**config.mk**
```make
export PLATFORM = sky130hd
export DESIGN_NAME = sm_seq_mul_flat
export DESIGN_NICKNAME = d
export VERILOG_FILES = /design/src/rtl/sm_calc_pkg.sv /design/src/rtl/sm_seq_mul_if.sv /design/src/rtl/sm_seq_mul.sv /design/src/flat_wrapper.sv
export SDC_FILE = /design/constraint.sdc
export NUM_CORES = 1
export LEC_CHECK = 0
export CELL_PAD_IN_SITES_DETAIL_PLACEMENT = 2
export CELL_PAD_IN_SITES_GLOBAL_PLACEMENT = 2
export CORE_ASPECT_RATIO = 0.7
export CORE_MARGIN = 1
export CORE_UTILIZATION = 29
export DETAILED_ROUTE_END_ITERATION = 8
export GPL_TIMING_DRIVEN = 0
export PLACE_DENSITY = 0.69
export SETUP_SLACK_MARGIN = 0.05
export SKIP_LAST_GASP = 1
export SLEW_MARGIN = 0
export SYNTH_ARGS = -nofsm -noshare
export SYNTH_HDL_FRONTEND = slang
export SYNTH_SLANG_ARGS = --single-unit
```
**constraint.sdc**
```tcl
create_clock -name clk -period 2.05 [get_ports clk]
set_clock_uncertainty 0.05 [all_clocks]
set_input_delay 0.41 -clock clk [delete_from_list [all_inputs] [get_ports clk]]
set_output_delay 0.41 -clock clk [all_outputs]
set_load 0.02 [all_outputs]
```
**src/rtl/sm_calc_pkg.sv**
```systemverilog
// Shared types, widths and sign normalisation for the sign-magnitude calculator units.
// Operands are {sign, MAG_W-bit magnitude}; results are {sign, 2*MAG_W-bit magnitude}.
package sm_calc_pkg;

   localparam int unsigned MAG_W    = 2;
   localparam int unsigned SIGN_IN  = 2;
   localparam int unsigned SIGN_OUT = 4;
   localparam int unsigned OP_W     = MAG_W + 1;
   localparam int unsigned ACC_W    = 2 * MAG_W;
   localparam int unsigned RES_W    = 2 * MAG_W + 1;
   localparam int unsigned CNT_W    = $clog2(MAG_W + 1);

   typedef enum logic [1:0] {
      IDLE = 2'd0,
      CALC = 2'd1,
      DONE = 2'd2
   } state_t;

   typedef struct packed {
      logic             sign;
      logic [ACC_W-1:0] mag;
   } sm_res_t;

   // Zero magnitude always carries a positive sign, so no unit emits negative zero.
   function automatic sm_res_t sm_norm(input logic sign, input logic [ACC_W-1:0] mag);
      sm_res_t r;
      r.sign = sign & (|mag);
      r.mag  = mag;
      return r;
   endfunction

endpackage

```
**src/rtl/sm_seq_mul_if.sv**
```systemverilog
// Start/busy/done handshake bundle between the operation select and the multiplier.
interface sm_seq_mul_if;
   import sm_calc_pkg::*;

   logic             start;
   logic [OP_W-1:0]  a;
   logic [OP_W-1:0]  b;
   logic             busy;
   logic             done;
   logic [RES_W-1:0] product;
   logic             zeroflag;

   modport master (
      output start, a, b,
      input  busy, done, product, zeroflag
   );

   modport slave (
      input  start, a, b,
      output busy, done, product, zeroflag
   );

endinterface

```
**src/rtl/sm_seq_mul.sv**
```systemverilog
// Sequential shift-and-add sign-magnitude multiplier, one partial product per clock.
// Fixed latency: done pulses MAG_W+1 cycles after the start edge, independent of operands.
module sm_seq_mul
   import sm_calc_pkg::*;
(
   input  logic         clk,
   input  logic         rst_n,
   sm_seq_mul_if.slave  bus
);

   state_t            r_state;
   state_t            w_state_nxt;
   logic [CNT_W-1:0]  r_count;
   logic [CNT_W-1:0]  w_count_nxt;
   logic [MAG_W-1:0]  r_mag_a;
   logic [MAG_W-1:0]  w_mag_a_nxt;
   logic [MAG_W-1:0]  r_mag_b;
   logic [MAG_W-1:0]  w_mag_b_nxt;
   logic              r_sgn;
   logic              w_sgn_nxt;
   logic [ACC_W-1:0]  r_acc;
   logic [ACC_W-1:0]  w_acc_nxt;
   sm_res_t           r_product;
   sm_res_t           w_product_nxt;
   logic              r_zero;
   logic              w_zero_nxt;
   logic              r_busy;
   logic              w_busy_nxt;
   logic              r_done;
   logic              w_done_nxt;

   logic [MAG_W-1:0]  w_b_sh;
   logic              w_bit;
   logic [ACC_W-1:0]  w_pp;
   logic [ACC_W-1:0]  w_acc_sum;
   logic              w_last;
   sm_res_t           w_res;

   // Current multiplier bit selects whether the shifted multiplicand is accumulated.
   assign w_b_sh    = r_mag_b >> r_count;
   assign w_bit     = w_b_sh[0];
   assign w_pp      = w_bit ? (ACC_W'(r_mag_a) << r_count) : '0;
   assign w_acc_sum = r_acc + w_pp;
   assign w_last    = (r_count == CNT_W'(MAG_W - 1));
   assign w_res     = sm_norm(r_sgn, w_acc_sum);

   always_ff @(posedge clk or negedge rst_n) begin
      if (!rst_n) begin
         r_state   <= IDLE;
         r_count   <= '0;
         r_mag_a   <= '0;
         r_mag_b   <= '0;
         r_sgn     <= 1'b0;
         r_acc     <= '0;
         r_product <= '0;
         r_zero    <= 1'b1;
         r_busy    <= 1'b0;
         r_done    <= 1'b0;
      end else begin
         r_state   <= w_state_nxt;
         r_count   <= w_count_nxt;
         r_mag_a   <= w_mag_a_nxt;
         r_mag_b   <= w_mag_b_nxt;
         r_sgn     <= w_sgn_nxt;
         r_acc     <= w_acc_nxt;
         r_product <= w_product_nxt;
         r_zero    <= w_zero_nxt;
         r_busy    <= w_busy_nxt;
         r_done    <= w_done_nxt;
      end
   end

   // Next-state and next-output logic; busy/done are registered alongside the state.
   always_comb begin
      w_state_nxt   = r_state;
      w_count_nxt   = r_count;
      w_mag_a_nxt   = r_mag_a;
      w_mag_b_nxt   = r_mag_b;
      w_sgn_nxt     = r_sgn;
      w_acc_nxt     = r_acc;
      w_product_nxt = r_product;
      w_zero_nxt    = r_zero;
      w_busy_nxt    = r_busy;
      w_done_nxt    = 1'b0;

      case (r_state)
         IDLE: begin
            if (bus.start) begin
               w_mag_a_nxt = bus.a[MAG_W-1:0];
               w_mag_b_nxt = bus.b[MAG_W-1:0];
               w_sgn_nxt   = bus.a[SIGN_IN] ^ bus.b[SIGN_IN];
               w_acc_nxt   = '0;
               w_count_nxt = '0;
               w_state_nxt = CALC;
               w_busy_nxt  = 1'b1;
            end
         end
         CALC: begin
            w_acc_nxt   = w_acc_sum;
            w_count_nxt = r_count + CNT_W'(1);
            if (w_last) begin
               w_state_nxt   = DONE;
               w_product_nxt = w_res;
               w_zero_nxt    = (w_acc_sum == '0);
               w_done_nxt    = 1'b1;
            end
         end
         DONE: begin
            w_state_nxt = IDLE;
            w_busy_nxt  = 1'b0;
         end
         default: begin
            w_state_nxt = IDLE;
            w_busy_nxt  = 1'b0;
         end
      endcase
   end

   assign bus.busy     = r_busy;
   assign bus.done     = r_done;
   assign bus.product  = r_product;
   assign bus.zeroflag = r_zero;

endmodule

```
**src/flat_wrapper.sv**
```systemverilog
// flat-port wrapper written by rule: the top's interface ports become plain ports
module sm_seq_mul_flat import sm_calc_pkg::*;
  (clk, rst_n, bus_start, bus_a, bus_b, bus_busy, bus_done, bus_product, bus_zeroflag);
  sm_seq_mul_if bus_i ();
  input  logic clk;
  input  logic rst_n;
  input wire logic [$bits(bus_i.start)-1:0] bus_start;
  input wire logic [$bits(bus_i.a)-1:0] bus_a;
  input wire logic [$bits(bus_i.b)-1:0] bus_b;
  output wire logic [$bits(bus_i.busy)-1:0] bus_busy;
  output wire logic [$bits(bus_i.done)-1:0] bus_done;
  output wire logic [$bits(bus_i.product)-1:0] bus_product;
  output wire logic [$bits(bus_i.zeroflag)-1:0] bus_zeroflag;
  assign bus_i.start = bus_start;
  assign bus_i.a = bus_a;
  assign bus_i.b = bus_b;
  assign bus_busy = bus_i.busy;
  assign bus_done = bus_i.done;
  assign bus_product = bus_i.product;
  assign bus_zeroflag = bus_i.zeroflag;
  sm_seq_mul u_core (.clk(clk), .rst_n(rst_n), .bus(bus_i));
endmodule
```
==> After elaboration in Yosys (flattened, before gate mapping) <==
Cells that the tools add are included.
{ "word_totals": {"ff_bits": 21, "inputBits": 9, "output_inout_bits": 8} }
{ "op_classes": {"n_addsub": 2, "n_eq_ne": 4, "shift": 2, "muxes": 12, "bitwise": 3, "reduce_logical": 9} }
{ "ops": {"columns": ["operator", "n"], "rows": [
  ["AND reduction 2 bit", 5],
  ["two-way mux 4 bit", 2],
  ["one-hot mux 2 bit (2 select lines)", 2],
  ["one-hot mux 4 bit (2 select lines)", 1],
  ["two-way mux 2 bit", 3],
  ["adder 4 bit", 1],
  ["== test 2 x 1 -> 1 bit (second input constant)", 2],
  ["logical NOT 4 bit", 1],
  ["OR reduction 4 bit", 1],
  ["<< shifter 2 x 2 -> 4 bit", 1],
  ["two-way mux 1 bit", 3],
  ["adder 2 x 1 -> 2 bit (second input constant)", 1],
  ["logical NOT 2 bit", 1],
  ["!= test 2 x 1 -> 1 bit (second input constant)", 1],
  ["!= test 2 bit (second input constant)", 1],
  ["one-hot mux 1 bit (2 select lines)", 1],
  ["nonzero test 2 bit", 1],
  ["right shift 2 x 2 -> 1 bit", 1],
  ["AND 1 bit", 1],
  ["inverter 1 bit", 1],
  ["bitwise XOR 1 bit", 1]
]} }

==> Logic depth before layout (Yosys ltp) <==
{ "logic_depth": {"word_depth": 5, "mapped_depth": 9, "mapped_depth_nobuf": 9} }

==> Worst setup path before layout <==
OpenSTA, ideal clock, no wires.
{ "synth_timing": {"path_kind": "reg-to-reg", "start": "register u_core.r_count[0]", "end": "register u_core.r_zero, in the netlist u_core.bus.zeroflag", "setup_ns": 0.082, "t_arrival_ns": 1.864, "t_required_ns": 1.918, "slack_ns": 0.053, "path_stages_with_launch": 9, "path_buffers": 0, "synth_period_minus_slack_ns": 1.997, "path_cell_list": "dfrtp_1 -> nor4bb_1 -> ha_1 -> inv_1 -> fa_1 -> xor2_1 -> nand3b_1 -> a21oi_2 -> mux2_4"} }
{ "synth_via": {"elab_chain_len": 4, "elab_cells_between_ends": 7, "classes_between": "1 x add/sub; 1 x eq/ne; 2 x shift; 1 x mux; 2 x reduce/logical"} }
{ "synth_rtl": {"columns": ["element", "line", "source"], "rows": [
  ["start, declared", "sm_seq_mul.sv:13", "logic [CNT_W-1:0] r_count;"],
  ["start signal, assigned", "sm_seq_mul.sv:61", "r_count <= w_count_nxt;"],
  ["<< shifter 2 x 2 -> 4 bit or right shift 2 x 2 -> 1 bit (tied branches)", "sm_seq_mul.sv:42, sm_seq_mul.sv:40", null],
  ["two-way mux 4 bit", "sm_seq_mul.sv:42", "assign w_pp = w_bit ? (ACC_W'(r_mag_a) << r_count) : '0;"],
  ["adder 4 bit", "sm_seq_mul.sv:43", "assign w_acc_sum = r_acc + w_pp;"],
  ["logical NOT 4 bit", "sm_seq_mul.sv:104", "w_zero_nxt = (w_acc_sum == '0);"],
  ["end signal, assigned", "sm_seq_mul.sv:67", "r_zero <= w_zero_nxt;"],
  ["end, declared", "sm_seq_mul.sv:25", "logic r_zero;"]
]} }
Several ways; a longest one is shown, not always the timed one.
A chain may end at the register's enable or synchronous reset.

==> Final worst setup path <==
Ends and elaborated chain as after synthesis.

==> results.py <==
metrics = {
    "logic_synthesis": {
        "synth_top_area_cell": "dfrtp_1",
        "synth.distinct_cells": 27,
        "netlist_area_um2": 964.7,
        "ys_seq_area_share_pct": 54.60,
        "synth_area_leaders": "dfrtp_1 52%, nand2_1 6.6%, ha_1 5.2%, mux2_2 4.7%, o21ai_0 4.2%",
        "synth_seq_cells": 21,
        "synth_top_area_share_pct": 51.88,
        "synth_fp_nets": 99,
        "syn_avg_cell_area_um2": 11.35,
        "netlist_instances": 85,
        "yosys_warnings": 0,
    },
    "timing": {
        "fin_setup_tns_ns": -0.1560,
        "fmax_mhz": 467.8,
        "slew_viol_final": 0,
        "maxSlewHeadroom_pct": 36.42,
        "worst_pin_slew_ns": 0.9507,
        "worst_slack_ns": -0.08775,
        "setup_viol": 2,
        "hold_viol_final": 0,
        "min_period_over_period_pct": 104.3,
        "rsz0062_at_grt": "true",
        "period_minus_slack_ns": 2.138,
    },
    "worst_setup_path": {
        "crit_required_ns": 2.22,
        "worstSetupEndpointType": "flop",
        "worstSetupStartpointType": "flop",
        "crit_slowest_cell": "fa_2",
        "cp_max_fo": 6,
        "crit_chain": "buf_6 > nand3b_1 > nand2_1 > nand2_2 > buf_6 > fa_2 > nand3b_1 > a21oi_2 > mux2_4",
        "crit_path_max_incr_delay_ns": 0.58,
        "cp.arrival_ns": 2.31,
        "critPathKind": "flop to flop",
    },
    "clock_network": {
        "cts_root_buf": "clkbuf_8",
        "cts_max_level": 1,
        "cts_buffer_depth": 2,
        "clk_latency_ns": 0.27,
        "cts_tree": "yes",
        "cts_buffers": 3,
        "cts_sinks": 21,
        "path_clk_slew_ns": 0.08,
    },
    "finish": {
        "drive_gt1_share_pct": 29.09,
        "fin_util_pct": 41.89,
        "regArea_um2": 528.0,
        "area_delta_synth_final_pct": 37.61,
        "multi_input_area_um2": 470.5,
        "stdcell_count": 148,
        "nets": 125,
        "nFillCells": 325,
        "antenna_cells": 0,
        "mostFrequentLayoutCells": "19 x dfrtp_1, 16 x nand2_1, 16 x clkdlybuf4s50_1, 6 x o21ai_0, 5 x inv_1",
        "layout_commonest_cell": "dfrtp_1",
    },
    "drt": {
        "remaining_drc_errors": 0,
        "firstDrtPassIters": 2,
        "wl_per_cell_um": 16.57,
        "ant_nets": 0,
        "drtIter0Drc": 22,
        "vias": 727,
        "totalWireLength_mm": 2.453,
        "drt-vias-per-instance": 4.912,
    },
    "floorplan": {
        "start_util_pct": 30.44,
        "io-pin-count": 17,
        "core_area_um2": 3169,
        "fp-row-count": 17,
        "dieArea_um2": 3565,
        "die_x_um": 70.94,
        "die-height_um": 50.26,
    },
    "global_routing": {
        "grtUsageMet2_pct": 29.81,
        "grt_busiest_layer": "met2",
        "grt_overflow": 0,
        "grt_util_met1_pct": 18.34,
        "antenna_found_initial": 0,
        "grt_pass1_vias": 840,
        "grt_start_max_net_pins": 22,
        "grt_usage_pct": 16.52,
        "grt_pass1_wl_mm": 4.209,
        "met3_usage_pct": 5.422,
    },
    "run_status": {
        "status": "complete, but fails checks",
        "failed_checks": "negative setup slack",
    },
    "power_and_ir_drop": {
        "leakage_nw": 0.5992,
        "ir_worst_vdd_uv": 695.7,
        "power.density_nw_per_um2": 1633,
    },
    "placed_design": {
        "pre_cts_ws_ns": -0.2487,
        "numPortBuffers": 16,
        "placed_cells": 139,
        "gp_congestion": 0.6853,
        "dp_hpwl_mm": 1.679,
    },
    "min_path": {
        "hold_class": "flop to flop",
    },
    "run": {
        "cap_violations": 0,
    },
}
[critical path, delay by kind of cell (launching register included)]
family / cells / cell delay (ns)
buffers and inverters: 2 / 0.26
muxes: 1 / 0.17
AOI/OAI and AO/OA: 1 / 0.17
adders and majority gates: 1 / 0.58
DFF: 1 / 0.45
and+or+nand+nor: 4 / 0.42
[power by group]
part           switching, mW  internal, mW  total (mW)
logic                  0.566         0.538        1.10
registers              0.167         0.610       0.777
clock network          0.149         0.138       0.286
total                  0.882          1.29        2.17
[layer usage]
metal / routed length, um / part of all wire, %
met1: 1038 / 42
met2: 1281 / 52
met3: 100 / 4.1
met4: 31 / 1.3
met5: 0 / 0
[synthesized netlist by cell type]
library cell	number
and4_1	1
xor2_1	1
fa_1	1
or2_1	1
a211o_1	1
nand2_1	17
a22o_1	1
nor4bb_1	1
dfrtp_1	20
mux2_4	1
clkinv_2	1
a21oi_2	1
nor3b_4	1
nor2_1	1
o21ai_1	2
xnor2_1	1
ha_1	4
o21ai_0	8
nand3_1	2
dfstp_2	1
inv_1	6
mux2_2	4
a21o_1	2
nand2_4	1
nor2b_4	1
nand3b_1	2
a21oi_1	2
[path summary, 6_finish.rpt]
path | to | depth (start not counted) | startpoint | slack, ns
max in group asynchronous | u_core.r_count[0]$_DFFE_PN0P_ | 1 | rst_n | 0.69
hold reg to reg | u_core.bus.product[3]$_DFFE_PN0P_ | 2 | u_core.bus.product[3]$_DFFE_PN0P_ | 0.44
hold / removal | u_core.bus.product[3]$_DFFE_PN0P_ | 2 | u_core.bus.product[3]$_DFFE_PN0P_ | 0.44
setup reg to reg | u_core.bus.zeroflag$_DFFE_PN1P_ | 9 | u_core.r_count[0]$_DFFE_PN0P_ | -0.09
setup / recovery | u_core.bus.zeroflag$_DFFE_PN1P_ | 9 | u_core.r_count[0]$_DFFE_PN0P_ | -0.09
min in group asynchronous | u_core.r_sgn$_DFFE_PN0P_ | 1 | rst_n | 0.61
[logic make-up (layout without fill, tap and decap cells)]
logic type	after synthesis	count (layout)	synth area share [%]
flip-flops	21	21	54.60
XOR/XNOR	2	2	1.816
buffers and inverters	7	32	2.853
multiplexers	5	5	6.225
AND/OR/NAND/NOR	28	28	16.73
AO/OA/AOI/OAI	17	17	10.51
adder cells (fa/ha/maj)	5	5	7.264
[flip-flops by register name, summed over array words and instances, names as in the netlist]
name	count
u_core.r_acc	4
u_core.bus.product	5
u_core.bus.done	1
u_core.r_mag_b	2
u_core.r_count	2
u_core.r_mag_a	2
u_core.r_sgn	1
u_core.r_state	2
u_core.bus.zeroflag	1
u_core.bus.busy	1
[metrics by stage]
step / power [mW] / area [um^2] / hold WS [ns]
6_report: 2.168 / 1328 / 0.4393
5_1_grt: 2.339 / 1328 / 0.4766
4_1_cts: 2.122 / 1299 / 0.4442
3_5_place_dp: 1.682 / 1172 / 0.4238
3_3_place_gp: 1.625 / 1172 / 0.4112
2_1_floorplan: 1.329 / 964.7 / 0.06441
[what timing repair did]
action,4_1_cts,5_1_grt
buffers inserted,4,2
gates resized for setup,11,6
hold buffers,0,0
pin swaps,12,4
endpoints found under the setup margin,4,8
[final cells by class]
class,instances,share of cell area [%]
Tap cell,38,3.582
Inverter,7,2.074
Sequential cell,21,39.77
Clock buffer,3,3.110
Timing Repair Buffer,21,15.46
Clock inverter,1,0.5655
Multi-Input combinational cell,57,35.44
(Power assumes the default switching activity.)
==> variant, RTL diff (same settings) <==
Make the reset (`rst_n`) synchronous in one clocked block.
--- a/src/rtl/sm_seq_mul.sv
+++ b/src/rtl/sm_seq_mul.sv
@@ -45,5 +45,5 @@
    assign w_res     = sm_norm(r_sgn, w_acc_sum);
 
-   always_ff @(posedge clk or negedge rst_n) begin
+   always_ff @(posedge clk) begin
       if (!rst_n) begin
          r_state   <= IDLE;
Check against the original RTL: differs if rst_n is asserted again (counterexample within 4 cycles, from zero or initial values and one cycle with rst_n low); with rst_n held inactive, the same outputs for 10 cycles.
==> variant against the unedited design <==
  * The flow still finishes with violations (negative setup slack)
  * Routed wire length is 11% lower
  * First-iteration DRC count fell by 50%
  * Worst setup slack gained 0.045 ns
  * Sequential cell count is the same
  * Area after synthesis decreased by 4.9%
  * Cell area decreased by 4.9%
  * Global-route usage down 2.0 points
  * Highest routed layer unchanged
Power is not compared: it rests on default switching activity, and its combinational part moved more than twofold at a synthesized area within 25%.
==> variant: results (changes against the unedited design) <==
[min_path]
min_from=u_core.bus.product[0]  ; was u_core.bus.product[3]
hp-class=flop to flop  ; unchanged

[critical_path]
r2r_start=u_core.r_count[0]  ; unchanged
cp_max_fo=5  ; was 6
critPathArrivalTime_ns=2.17  ; was 2.31 ns

[power_and_ir_drop]
power.leakage_nw=0.486
ir_worst_vdd_uv=370

[synth]
synth_area_per_cell_um2=9.86  ; was 11.3 um2
ys_warn_count=0  ; unchanged
synthXorXnorAreaFrac_pct=2.86  ; was 1.82%
synthMuxAreaShare_pct=6.55  ; was 6.23%
synthFlopType=dfxtp_1  ; was dfrtp_1
synth_adder_area_share_pct=7.64  ; was 7.26%
synth_common_cells=21 x dfxtp_1, 14 x nor2_1, 7 x nand2_1  ; was 20 x dfrtp_1, 17 x nand2_1, 8 x o21ai_0
yosysUniqueCellTypes=29  ; was 27
seq_area_frac_synth_pct=45.8  ; was 54.6%
synth-compound-area-share_pct=13.6  ; was 10.5%
syn_nets=107  ; was 99
async_reset_ff_share_pct=0  ; was 100%
ys_top_cells_by_area=dfxtp_1 46%, mux2i_1 6.5%, nor2_1 5.7%, ha_1 5.5%, nand2_1 2.9%  ; was dfrtp_1 52%, nand2_1 6.6%, ha_1 5.2%, mux2_2 4.7%, o21ai_0 4.2%

[global_routing]
antenna_found_initial=0  ; unchanged
grtUsageTotal_pct=14.5  ; was 16.5%
use_met1_pct=20.2  ; was 18.3%
grt_pass1_wl_mm=3.78  ; was 4.21 mm
grt_max_degree=12  ; was 22
grtUsageMet2_pct=22.7  ; was 29.8%
grt_use_met3_pct=4.96  ; was 5.42%
grt_pass1_vias=769  ; was 840

[sta]
setup_violations=2  ; unchanged
setup_ws_ns=-0.0427  ; was -0.0878 ns
fin_tns_setup_ns=-0.0815  ; was -0.156 ns
worstMarginPinSlew_ns=0.636  ; was 0.951 ns

[routing]
first_iter_violations=11  ; was 22
wl_per_cell_um=14.2  ; was 16.6 um
firstDrtPassIters=3  ; was 2
vias_per_cell=4.88  ; was 4.91
vias=747  ; was 727

[layout]
area_growth_pct=37.7  ; was 37.6%
nets=132  ; was 125
drive_gt1_share_pct=22.2  ; was 29.1%
num-fill-cells=303  ; was 325

[clock_network]
ctsRootBufferMaster=clkbuf_8  ; unchanged
clk_latency_ns=0.26
htree_levels=1  ; unchanged
cts_max_path_buffers=2  ; unchanged
cts_buffers=3  ; unchanged
cts.clk_slew.worst_paths_ns=0.08  ; about the same

[placement]
gp_congestion=0.689  ; was 0.685
place_ws_ns=-0.300  ; was -0.249 ns
dp_hpwl_mm=1.67  ; was 1.68 mm
place_area_um2=1130  ; was 1170 um2
place_inst=145  ; was 139

[status]
violations=negative setup slack  ; unchanged
status=complete, but fails checks  ; unchanged

variant: cell types whose count changed in the layout (fill, tap and decap cells not counted), sizes merged, moves of 3 or more:
cell	unedited run	this run
nand2	18	8
dfxtp	0	21
dfrtp	20	0
clkbuf	3	6
a211oi	0	4
mux2	5	0
nor2	1	14
o21ai	10	1
mux2i	0	6
variant: per-layer routing:
metal  up-vias  wire, um
met3         2        79
met2        11       965
li1        368         -
met4         0         8
met5         -         0
met1       366      1120
variant: layout make-up:
| class | instances | area share (%) |
|---|---|---|
| Multi-Input combinational cell | 63 | 40.9 |
| Sequential cell | 21 | 33.9 |
| Timing Repair Buffer | 20 | 15.1 |
| Clock buffer | 4 | 3.57 |
| Tap cell | 36 | 3.57 |
| Inverter | 6 | 1.78 |
| Buffer | 3 | 1.19 |
variant: worst paths after layout:
path                           end  slack [ns]  cells past startpoint
max reg2reg  u_core.bus.product[4]       -0.04                      7
max          u_core.bus.product[4]       -0.04                      7
min reg2reg  u_core.bus.product[0]        0.41                      2
min          u_core.bus.product[0]        0.41                      2
variant: what timing repair did:
item | 4_1_cts | 5_1_grt
buffers inserted | 3 | 1
gates resized for setup | 9 | 4
pin swaps | 6 | 4
endpoints found under the setup margin | 8 | 6
variant: critical path: stages (launching register included):
cell	delay, ns
dfxtp_4	0.37
nor4bb_4	0.30
ha_2	0.25
inv_2	0.04
fa_2	0.37
xnor2_4	0.17
nor4b_4	0.31
a211oi_2	0.10
variant: kinds of logic after synthesis:
group / count (synthesis)
DFF: 21
xor gates and xnor gates: 3
muxes: 6
adders and majority gates: 5
buffers and inverters: 9
AOI/OAI and AO/OA: 17
and+or+nand+nor: 32
variant: where the power goes:
part           switching [W]  internal (W)  leakage [nW]
combinational      0.0000525     0.0000545         0.290
sequential         0.0000132      0.000424         0.173
clock               0.000131      0.000138        0.0228
